$ cat config.mk
export PLATFORM = sky130hd
export DESIGN_NAME = mcycle_datapath
export DESIGN_NICKNAME = d
export VERILOG_FILES = /design/src/rtl/mcycle_datapath.sv
export SDC_FILE = /design/constraint.sdc
export NUM_CORES = 1
export LEC_CHECK = 0
export CORE_MARGIN = 2
export CORE_UTILIZATION = 50
export CTS_CLUSTER_SIZE = 28
export DETAILED_ROUTE_END_ITERATION = 10
export MAX_ROUTING_LAYER = met4
export PLACE_DENSITY = 0.77
export SYNTH_ARGS = -nofsm -noshare
export SYNTH_HDL_FRONTEND = slang
export SYNTH_SLANG_ARGS = --single-unit
$ cat constraint.sdc
create_clock -name clk -period 5.25 [get_ports clk]
set_input_delay 1.05 -clock clk [delete_from_list [all_inputs] [get_ports clk]]
set_output_delay 1.05 -clock clk [all_outputs]
set_load 0.005 [all_outputs]
$ cat src/rtl/mcycle_datapath.sv
// Multi-cycle add/subtract datapath: LOAD_A, LOAD_B, then EXEC_ADD or EXEC_SUB,
// driven by a per-cycle control word. Defining MCDP_SATURATE_EN clamps results on overflow/underflow.
//
// state | meaning
// IDLE  | no operand sequence in progress
// GOT_A | operand A captured, waiting for LOAD_B
// GOT_B | both operands captured, waiting for EXEC_*
module mcycle_datapath #(
   parameter int WIDTH = 8
) (
   input  logic             clk,
   input  logic             reset,
   input  logic             e,
   input  logic             s0,
   input  logic             s1,
   input  logic             s2,
   input  logic [WIDTH-1:0] din_a,
   input  logic [WIDTH-1:0] din_b,
   output logic [WIDTH-1:0] result,
   output logic             flag,
   output logic             res_valid,
   output logic             err,
   output logic             busy
);

   typedef enum logic [1:0] {IDLE = 2'd0, GOT_A = 2'd1, GOT_B = 2'd2} state_t;

   state_t           state_q, state_d;
   logic [WIDTH-1:0] ra_q, ra_d, rb_q, rb_d, result_q, result_d;
   logic             flag_q, flag_d, res_valid_q, res_valid_d, err_q, err_d;

   logic [WIDTH:0]   sum, diff;

   assign sum  = {1'b0, ra_q} + {1'b0, rb_q};
   assign diff = {1'b0, ra_q} - {1'b0, rb_q};

   // Decode is nested so that don't-care select bits are never examined.
   always_comb begin
      state_d     = state_q;
      ra_d        = ra_q;
      rb_d        = rb_q;
      result_d    = result_q;
      flag_d      = flag_q;
      res_valid_d = 1'b0;
      err_d       = 1'b0;
      if (e) begin
         if (!s0) begin
            ra_d    = din_a;
            state_d = GOT_A;
         end else begin
            case ({s1, s2})
               2'b00: begin
                  if (state_q == GOT_A) begin
                     rb_d    = din_b;
                     state_d = GOT_B;
                  end else begin
                     err_d   = 1'b1;
                     state_d = IDLE;
                  end
               end
               2'b10: begin
                  state_d = IDLE;
                  if (state_q == GOT_B) begin
                     res_valid_d = 1'b1;
                     flag_d      = sum[WIDTH];
`ifdef MCDP_SATURATE_EN
                     result_d    = sum[WIDTH] ? {WIDTH{1'b1}} : sum[WIDTH-1:0];
`else
                     result_d    = sum[WIDTH-1:0];
`endif
                  end else begin
                     err_d = 1'b1;
                  end
               end
               2'b01: begin
                  state_d = IDLE;
                  if (state_q == GOT_B) begin
                     res_valid_d = 1'b1;
                     flag_d      = diff[WIDTH];
`ifdef MCDP_SATURATE_EN
                     result_d    = diff[WIDTH] ? {WIDTH{1'b0}} : diff[WIDTH-1:0];
`else
                     result_d    = diff[WIDTH-1:0];
`endif
                  end else begin
                     err_d = 1'b1;
                  end
               end
               default: begin
                  err_d   = 1'b1;
                  state_d = IDLE;
               end
            endcase
         end
      end
   end

   always_ff @(posedge clk) begin
      if (reset) begin
         state_q     <= IDLE;
         ra_q        <= '0;
         rb_q        <= '0;
         result_q    <= '0;
         flag_q      <= 1'b0;
         res_valid_q <= 1'b0;
         err_q       <= 1'b0;
      end else begin
         state_q     <= state_d;
         ra_q        <= ra_d;
         rb_q        <= rb_d;
         result_q    <= result_d;
         flag_q      <= flag_d;
         res_valid_q <= res_valid_d;
         err_q       <= err_d;
      end
   end

   assign result    = result_q;
   assign flag      = flag_q;
   assign res_valid = res_valid_q;
   assign err       = err_q;
   assign busy      = (state_q != IDLE);

endmodule

==> results of run 1 <==
## per-layer routing
layer,vias to the layer above,track usage [%]
met5,-,-
met4,0,9.309
met3,7,5.282
met2,33,27.73
met1,701,24.48
li1,798,-
## synthesized netlist by cell type (3+ instances only)
cell and instances:
o21ai_0 9, clkbuf_1 8, mux2i_1 15, dfxtp_1 29, nor2b_1 6, nand2b_1 4, nor3_1 5, a21o_1 3
nand2_1 7, inv_1 23, ha_1 20, o211ai_1 5, a21oi_1 14, a211oi_1 7, nor2_1 35
## per-stage QoR
| step | hold WS, ns | setup slack [ns] | cell area, um^2 | power, W |
|---|---|---|---|---|
| after floorplan | 0.4482 | 2.707 | 1818 | 0.0002747 |
| after global placement | 0.4468 | 1.671 | 2167 | 0.0003010 |
| after detailed placement | 0.4703 | 1.563 | 2167 | 0.0003017 |
| after CTS | 0.4824 | 1.906 | 2218 | 0.0004311 |
| after global routing | 0.5108 | 1.606 | 2218 | 0.0004535 |
| final | 0.4884 | 1.931 | 2218 | 0.0004262 |
## layout make-up
class | count | area (um^2) | share of cell area [%]
Timing Repair Buffer | 33 | 330.3 | 14.89
Inverter | 23 | 86.33 | 3.892
Multi-Input combinational cell | 156 | 1112 | 50.14
Sequential cell | 29 | 580.6 | 26.17
Tap cell | 46 | 57.56 | 2.594
Clock buffer | 6 | 41.29 | 1.861
Clock inverter | 2 | 10.01 | 0.4512
## power by group
part	switching, W	leakage [nW]	total [W]	internal (W)
Sequential	0.00000376	0.235	0.000228	0.000224
Clock	0.0000783	0.0320	0.000129	0.0000509
Combinational	0.0000337	0.657	0.0000691	0.0000354
## flip-flops by register name (all words and copies together), names as in the netlist
signal     flops
flag           1
err            1
rb_q           8
result         8
ra_q           8
res_valid      1
state_q        2
## critical path, delay by kind of cell
kind	cells	cell delay (ns)
and+or+nand+nor	4	1.23
buffers and inverters	2	0.55
adders and majority gates	1	0.50
AOI/OAI and AO/OA	1	0.16
## cells by family after synthesis
logic type / count (synthesis) / share of synthesized area [%]
adder cells (fa/ha/maj): 22 / 15.97
AND/OR/NAND/NOR: 69 / 17.96
buffers and inverters: 33 / 6.882
XOR/XNOR: 3 / 1.446
AO/OA/AOI/OAI: 47 / 17.55
flip-flops: 29 / 31.93
multiplexers: 15 / 8.259
## worst min path at each step
stage	cells past startpoint	slack [ns]	endpoint
after global routing	2	0.51	result[2]$_SDFFE_PP0P_
after global placement	2	0.45	result[2]$_SDFFE_PP0P_
after detailed placement	2	0.47	result[2]$_SDFFE_PP0P_
final	2	0.49	result[2]$_SDFFE_PP0P_
after CTS	2	0.48	result[2]$_SDFFE_PP0P_
after floorplan	2	0.45	result[2]$_SDFFE_PP0P_
==> out/results.tsv, run 1 <==
stage	metric	value	unit
run_status	status	complete, no violations	
grt	vias in the first global route	1357	
synth	Synth area leaders	dfxtp_1 32%, ha_1 14%, mux2i_1 8.3%	
die	I/O pin total	34	
clock_network	Worst-path clk slew	0.10	ns
detailed_routing	wl on met1	1785	um
setup_path	Req. time, crit path	5.42	ns
hold_path	Hold Path Class	register to register	
detailed_routing	DRT antenna net count	0	
clock_network	post_cts resized	0	
sta	Clock Skew	0.01220	ns
setup_path	R2R depth	7	
detailed_routing	metal3 WL	144	um
clock_network	setup bufs post-CTS	0	
synth	Avg Cell Area, Syn	8.339	um^2
placement	DP Wirelength	2581	um
clock_network	CTS sink count	29	
setup_path	CP Launch Type	primary input	
die	die width	64.30	um
setup_path	R2R Path End	result[7]$_SDFFE_PP0P_	
detailed_routing	drt first pass iters	4	
setup_path	crit end category	register	
clock_network	CTS tree	yes	
synth	number of flops mapped to enable cells by yosys	0	
detailed_routing	final wirelength	3390	um
synth	mapped cell area	1818	um^2
synth	Yosys top cell by area	dfxtp_1	
setup_path	crit-path max FO	17	
setup_path	RR Startpoint	rb_q[4]$_SDFFE_PP0P_	
placement	Port Buffers	33	
setup_path	reg2reg setup slack	3.10	ns
detailed_routing	vias	1539	
cells_and_area	final core occ	64.95	%
hold_path	HP Start	result[2]$_SDFFE_PP0P_	
sta	slew margin rel.	21.17	%
sta	final period utilization	63.22	%
sta	Final Setup Violations	0	
detailed_routing	Initial DRC Count	119	
detailed_routing	Via-to-Cell Ratio	5.217	
clock_network	TritonCTS buffer count	5	
synth	synthesis-stage register bit count	29	
cells_and_area	ant diodes	0	
setup_path	WP data arrival	3.49	ns
synth	Synth Warn #	0	
cells_and_area	nets@finish	292	
power_and_ir_drop	Lkg Pwr	0.9240	nW
sta	total negative setup slack	0	ns
grt	initial antenna violation count	0	
synth	sequential-to-total area share from yosys stat	31.93	%
die	Initial Util	53.22	%
setup_path	Crit. Startpoint	s1	
cells_and_area	commonest non-fill, non-tap cell in the layout	nor2_1	
grt	largest net degree at the start of global routing	31	
detailed_routing	Top Layer Used	met4	
setup_path	Crit Path Category	primary input to register	
setup_path	biggest cell delay along the critical path	0.91	ns
sta	crit path time final	3.319	ns
die	Site Rows	21	
die	die footprint	4134	um^2
clock_network	Hold-fix buffers, CTS	0	
setup_path	critical-path cell list	clkdlybuf4s50_1, inv_1, ha_1, nor2_1, nor3_1, nand2_1, a21oi_1, nor4_1	
sta	actual slew at the worst max-slew pin	1.173	ns
power_and_ir_drop	total power per unit cell area	192.1	nW/um^2
clock_network	clock latency on the worst-skew pair	0.34	ns
synth	Mapped Cells	218	
detailed_routing	met2 wire len	1400	um
sta	final hold violations	0	
die	Die Span Y	64.30	um
synth	ys async rst share	0	%
clock_network	Max Root-Sink Buffers	2	
cells_and_area	post-route insts no fill	295	
setup_path	Slowest-stage cell, CP	nor3_1	
sta	fmax	301.3	MHz
grt	global route total overflow	0	
cells_and_area	share of cells above drive strength 1	4.418	%
clock_network	Root Driver	clkbuf_4	
cells_and_area	Layout area overhead	22.02	%
setup_path	Setup crit end	result[6]$_SDFFE_PP0P_	
clock_network	H-tree levels	2	
placement	Routability Congestion	0.8799	
power_and_ir_drop	Peak VDD IR	0.1378	mV
synth	Cell variety after synth	36	
cells_and_area	Fill cells	294	
placement	dpl cells	287	
detailed_routing	DR WL/cell	11.49	um
sta	Final Max Slew Viols	0	
detailed_routing	DRC	0	
cells_and_area	most frequent cells in the layout	35 x nor2_1, 33 x clkdlybuf4s50_1, 29 x dfxtp_1, 23 x inv_1, 20 x ha_1	
grt	total global-route track usage	19.11	%
synth	top-area cell type share of the netlist area	31.93	%
run	Max-cap violations	0	
synth	Net Count, Synth	262	
synth	Synth Flop Type	dfxtp_1	
grt	first-pass GRT wire length	6003	um
die	Core Box Area	3416	um^2
sta	RSZ-0062 raised after global routing	false	
(Power assumes the default switching activity.)
==> inputs of run 2 (changes only) <==
==> constraint.sdc (replaced) <==
create_clock -name clk -period 3.2 [get_ports clk]
set_input_delay 0.64 -clock clk [delete_from_list [all_inputs] [get_ports clk]]
set_output_delay 0.64 -clock clk [all_outputs]
set_load 0.005 [all_outputs]
==> out/results.tsv, run 2 (synthesis results as in run 1) <==
stage	metric	value	unit	change
run_status	status	complete, no violations		unchanged
setup_path	biggest cell delay along the critical path	0.51	ns	was 0.91 ns
clock_network	CTS sink count	29		unchanged
setup_path	crit-path max FO	3		was 17
clock_network	Root Driver	clkbuf_4		unchanged
setup_path	crit end category	register		unchanged
setup_path	Crit Path Category	primary input to register		unchanged
sta	final hold violations	0		unchanged
sta	RSZ-0062 raised after global routing	false		unchanged
clock_network	post_cts resized	0		unchanged
detailed_routing	drt first pass iters	4		unchanged
detailed_routing	Initial DRC Count	74		was 119
setup_path	WP data arrival	2.58	ns	was 3.49 ns
die	Site Rows	21		unchanged
clock_network	clock latency on the worst-skew pair	0.32	ns	was 0.34 ns
setup_path	critical-path cell list	clkdlybuf4s50_1, inv_1, ha_1, nor2_1, or4b_1, o211ai_2, nor3_1, o41ai_2		was clkdlybuf4s50_1, inv_1, ha_1, nor2_1, nor3_1, nand2_1, a21oi_1, nor4_1
sta	slew margin rel.	60.71	%	was 21.17%
detailed_routing	vias	1542		was 1539
detailed_routing	DRT antenna net count	0		unchanged
grt	total global-route track usage	21.15	%	was 19.11%
grt	vias in the first global route	1478		was 1357
sta	final period utilization	73.56	%	
grt	global route total overflow	0		unchanged
sta	fmax	424.8	MHz	
clock_network	Max Root-Sink Buffers	2		unchanged
clock_network	TritonCTS buffer count	5		unchanged
detailed_routing	Top Layer Used	met4		unchanged
cells_and_area	ant diodes	0		unchanged
die	I/O pin total	34		unchanged
sta	Clock Skew	0.004084	ns	was 0.01220 ns
detailed_routing	DRC	0		unchanged
cells_and_area	commonest non-fill, non-tap cell in the layout	nor2_1		unchanged
die	die footprint	4134	um^2	unchanged
cells_and_area	Layout area overhead	23.88	%	was 22.02%
placement	Port Buffers	33		unchanged
setup_path	CP delay by family, top	simple AND/OR/NAND/NOR gates		unchanged
detailed_routing	final wirelength	3668	um	was 3390 um
detailed_routing	metal3 WL	203	um	was 144 um
grt	largest net degree at the start of global routing	17		was 31
clock_network	CTS tree	yes		unchanged
detailed_routing	wl on met1	1739	um	was 1785 um
die	Initial Util	53.22	%	unchanged
sta	hold slack	0.4869	ns	was 0.4884 ns
setup_path	Buf/Inv on CP	2		unchanged
setup_path	CP Launch Type	primary input		unchanged
clock_network	setup bufs post-CTS	0		unchanged
hold_path	Hold Path Class	register to register		unchanged
power_and_ir_drop	total power per unit cell area	317.4	nW/um^2	was 192.1 nW/um^2
detailed_routing	met2 wire len	1625	um	was 1400 um
setup_path	Req. time, crit path	3.42	ns	was 5.42 ns
sta	Final Max Slew Viols	0		unchanged
power_and_ir_drop	total power	0.0007149	W	was 0.0004262 W
sta	actual slew at the worst max-slew pin	0.5894	ns	was 1.173 ns
cells_and_area	most frequent cells in the layout	35 x nor2_1, 33 x clkdlybuf4s50_1, 29 x dfxtp_1, 23 x inv_1, 20 x ha_1		unchanged
grt	first-pass GRT wire length	6555	um	was 6003 um
clock_network	Worst-path clk slew	0.08	ns	was 0.10 ns
placement	dpl cell area	2197	um^2	was 2167 um^2
die	Core Box Area	3416	um^2	unchanged
die	Die Span Y	64.30	um	unchanged
power_and_ir_drop	Lkg Pwr	0.9439	nW	was 0.9240 nW
detailed_routing	DR WL/cell	12.31	um	was 11.49 um
placement	DP Wirelength	2850	um	was 2581 um
power_and_ir_drop	Peak VDD IR	0.2352	mV	was 0.1378 mV
clock_network	H-tree levels	2		unchanged
sta	total negative setup slack	0	ns	unchanged
cells_and_area	nets@finish	296		was 292
placement	Routability Congestion	1.040		was 0.8799
clock_network	Hold-fix buffers, CTS	0		unchanged
cells_and_area	Design Area, Final	2252	um^2	was 2218 um^2
sta	crit path time final	2.354	ns	
grt	initial antenna violation count	0		unchanged
die	die width	64.30	um	unchanged
setup_path	Slowest-stage cell, CP	clkdlybuf4s50_1		was nor3_1
cells_and_area	share of cells above drive strength 1	5.556	%	was 4.418%
detailed_routing	Via-to-Cell Ratio	5.174		was 5.217
sta	Final Setup Violations	0		unchanged
run	Max-cap violations	0		unchanged
[run 2: cell count changes in the layout (fill, tap and decap cells not counted)]
cell,change
buf_4,+4
clkinv_2,-2
clkbuf_8,+1
[run 2: final timing paths]
| kind | startpoint | end | slack [ns] | cells past startpoint |
|---|---|---|---|---|
| setup reg to reg | rb_q[4]$_SDFFE_PP0P_ | result[7]$_SDFFE_PP0P_ | 1.07 | 7 |
| hold reg to reg | result[2]$_SDFFE_PP0P_ | result[2]$_SDFFE_PP0P_ | 0.49 | 2 |
| setup / recovery | s1 | result[7]$_SDFFE_PP0P_ | 0.85 | 8 |
| hold / removal | result[2]$_SDFFE_PP0P_ | result[2]$_SDFFE_PP0P_ | 0.49 | 2 |
[run 2: layer usage]
layer  global-route usage [%]  up-vias
li1                         -      813
met1                    25.41      678
met2                    32.81       42
met3                    6.338        9
met4                    9.309        0
met5                        -        -
[run 2: where the power goes]
group | internal (W) | leakage, nW | total, W | switching [W]
Clock | 0.000104 | 0.0314 | 0.000224 | 0.000121
Combinational | 0.0000599 | 0.678 | 0.000117 | 0.0000568
Sequential | 0.000368 | 0.235 | 0.000374 | 0.00000623
[run 2: area by class of cell]
cell class	count	area, um^2
clock buffer	7	55.05
fill	295	1164
inverter	23	86.33
multi-input combinational	156	1112
sequential	29	580.6
tap	46	57.56
timing repair buffer	37	360.3
[run 2: tightest hold or removal path, stage by stage, from the launching register on]
cell     delay [ns]
dfxtp_1        0.33
nand2_1        0.06
a21oi_1        0.06
[run 2: per-stage QoR]
step                std cells  setup WS [ns]  utilization [%]
floorplan                 218          1.067                -
global placement          291         0.5870            64.32
detailed placement        291         0.5194            64.32
CTS                       298         0.8601            65.93
global route              298         0.7114            65.93
finish                    298         0.8460            65.93
==> inputs of run 3 (changes only) <==
==> constraint.sdc (replaced) <==
create_clock -name clk -period 2.3 [get_ports clk]
set_input_delay 0.46 -clock clk [delete_from_list [all_inputs] [get_ports clk]]
set_output_delay 0.46 -clock clk [all_outputs]
set_load 0.005 [all_outputs]
==> out/results.tsv, run 3 (synthesis results as in run 1) <==
stage	metric	value	unit	change
die	Core Box Area	3416	um^2	unchanged
sta	actual slew at the worst max-slew pin	0.4603	ns	was 0.5894 ns
setup_path	biggest cell delay along the critical path	0.53	ns	was 0.51 ns
clock_network	clock latency on the worst-skew pair	0.33	ns	was 0.32 ns
placement	Routability Congestion	0.9761		was 1.040
sta	crit path time final	2.064	ns	
cells_and_area	most frequent cells in the layout	35 x nor2_1, 33 x clkdlybuf4s50_1, 29 x dfxtp_1, 23 x inv_1, 20 x ha_1		unchanged
setup_path	critical-path cell list	inv_1, ha_1, nor2b_1, or4b_1, o211ai_2, nor3_1, o41ai_2		was clkdlybuf4s50_1, inv_1, ha_1, nor2_1, or4b_1, o211ai_2, nor3_1, o41ai_2
die	Site Rows	21		unchanged
placement	Port Buffers	33		unchanged
power_and_ir_drop	total power per unit cell area	430.6	nW/um^2	was 317.4 nW/um^2
setup_path	CP Launch Type	register		was primary input
setup_path	WP data arrival	2.31	ns	was 2.58 ns
detailed_routing	final wirelength	3608	um	was 3668 um
detailed_routing	Initial DRC Count	85		was 74
placement	DP Wirelength	2848	um	was 2850 um
clock_network	Worst-path clk slew	0.10	ns	was 0.08 ns
clock_network	post_cts resized	0		unchanged
detailed_routing	DRC	0		unchanged
power_and_ir_drop	combinational share of power	17.1	%	was 16.3%
power_and_ir_drop	Peak VDD IR	0.3621	mV	was 0.2352 mV
power_and_ir_drop	sequential share of power	52.9	%	was 52.3%
power_and_ir_drop	clock share of power	30.0	%	was 31.3%
power_and_ir_drop	Lkg Pwr	0.9679	nW	was 0.9439 nW
clock_network	CTS tree	yes		unchanged
power_and_ir_drop	Net Sw Power	0.0002684	W	was 0.0001836 W
clock_network	CTS sink count	29		unchanged
detailed_routing	DR WL/cell	11.87	um	was 12.31 um
setup_path	Crit Path Category	register to register		was primary input to register
sta	final period utilization	89.72	%	
grt	initial antenna violation count	0		unchanged
sta	slew margin rel.	69.26	%	was 60.71%
sta	Final Max Slew Viols	0		unchanged
die	Die Span Y	64.30	um	unchanged
cells_and_area	final core occ	66.92	%	was 65.93%
clock_network	H-tree levels	2		unchanged
power_and_ir_drop	Int Pwr	0.0007160	W	was 0.0005313 W
sta	fmax	484.6	MHz	
cells_and_area	nets@finish	301		was 296
detailed_routing	vias	1564		was 1542
grt	global route total overflow	0		unchanged
sta	Clock Skew	0.01055	ns	was 0.004084 ns
grt	total global-route track usage	20.14	%	was 21.15%
cells_and_area	share of cells above drive strength 1	7.752	%	was 5.556%
setup_path	Slowest-stage cell, CP	or4b_1		was clkdlybuf4s50_1
run_status	status	complete, no violations		unchanged
clock_network	Max Root-Sink Buffers	2		unchanged
hold_path	Hold Path Class	register to register		unchanged
grt	first-pass GRT wire length	6244	um	was 6555 um
grt	vias in the first global route	1444		was 1478
setup_path	Req. time, crit path	2.55	ns	was 3.42 ns
grt	met1 usage	24.81	%	was 25.41%
cells_and_area	commonest non-fill, non-tap cell in the layout	nor2_1		unchanged
sta	final hold violations	0		unchanged
detailed_routing	Via-to-Cell Ratio	5.145		was 5.174
die	die width	64.30	um	unchanged
grt	largest net degree at the start of global routing	16		was 17
detailed_routing	DRT antenna net count	0		unchanged
clock_network	setup bufs post-CTS	0		unchanged
clock_network	Root Driver	clkbuf_4		unchanged
sta	RSZ-0062 raised after global routing	false		unchanged
sta	Final Setup Violations	0		unchanged
clock_network	TritonCTS buffer count	5		unchanged
sta	hold slack	0.4710	ns	was 0.4869 ns
die	Initial Util	53.22	%	unchanged
power_and_ir_drop	total power	0.0009843	W	was 0.0007149 W
setup_path	crit-path max FO	7		was 3
die	I/O pin total	34		unchanged
die	die footprint	4134	um^2	unchanged
cells_and_area	ant diodes	0		unchanged
clock_network	Hold-fix buffers, CTS	0		unchanged
power_and_ir_drop	Sw Ratio	27.26	%	was 25.68%
run	Max-cap violations	0		unchanged
grt	met3 Use GR	4.754	%	was 6.338%
grt	GR Util met2	30.99	%	was 32.81%
setup_path	crit end category	register		unchanged
detailed_routing	drt first pass iters	4		unchanged
cells_and_area	Layout area overhead	25.74	%	was 23.88%
grt	gr busiest metal	met2		unchanged
[run 3: worst paths after layout]
| path | startpoint | to | slack [ns] | depth (start not counted) |
|---|---|---|---|---|
| worst max-delay path | rb_q[4]$_SDFFE_PP0P_ | result[7]$_SDFFE_PP0P_ | 0.24 | 7 |
| worst min register to register | result[2]$_SDFFE_PP0P_ | result[2]$_SDFFE_PP0P_ | 0.47 | 2 |
| worst max register to register | rb_q[4]$_SDFFE_PP0P_ | result[7]$_SDFFE_PP0P_ | 0.24 | 7 |
| worst min-delay path | result[2]$_SDFFE_PP0P_ | result[2]$_SDFFE_PP0P_ | 0.47 | 2 |
[run 3: routing by layer]
layer / up-vias / routed length [um] / part of all wire [%]
li1: 824 / - / -
met1: 684 / 1711 / 47
met2: 49 / 1605 / 44
met3: 7 / 228 / 6.3
met4: 0 / 62 / 1.7
met5: - / 0 / 0
[run 3: power by group through the flow]
stage / Combinational (W) / Sequential, W / Clock, W
finish: 0.000168 / 0.000520 / 0.000296
global route: 0.000188 / 0.000523 / 0.000335
CTS: 0.000168 / 0.000521 / 0.000307
detailed placement: 0.000167 / 0.000532 / 0
global placement: 0.000164 / 0.000532 / 0
floorplan: 0.0000969 / 0.000530 / 0
[run 3: per-stage QoR]
| step | cells | setup slack [ns] | setup TNS, ns | cell area (um^2) |
|---|---|---|---|---|
| 6_report | 304 | 0.2364 | 0 | 2286 |
| 5_1_grt | 304 | 0.08704 | 0 | 2286 |
| 4_1_cts | 304 | 0.2280 | 0 | 2286 |
| 3_5_place_dp | 296 | -0.1023 | -0.1023 | 2235 |
| 3_3_place_gp | 296 | -0.08415 | -0.08415 | 2235 |
| 2_1_floorplan | 218 | 0.3466 | 0 | 1818 |
[run 3: area by class of cell]
class	instances	area, um^2
clock buffers	6	41.29
clock inverters	2	10.01
fillers	305	1130
inverters	23	86.33
multi-input cells	156	1112
flip-flops and latches	29	580.6
well taps	46	57.56
repair buffers	42	397.9
[run 3: critical path, delay by kind of cell, from the launching register on]
family          cells  cell delay [ns]
simple gates        3             0.74
buf+inv             1             0.05
flops               1             0.36
compound gates      2             0.42
fa+ha+maj           1             0.42
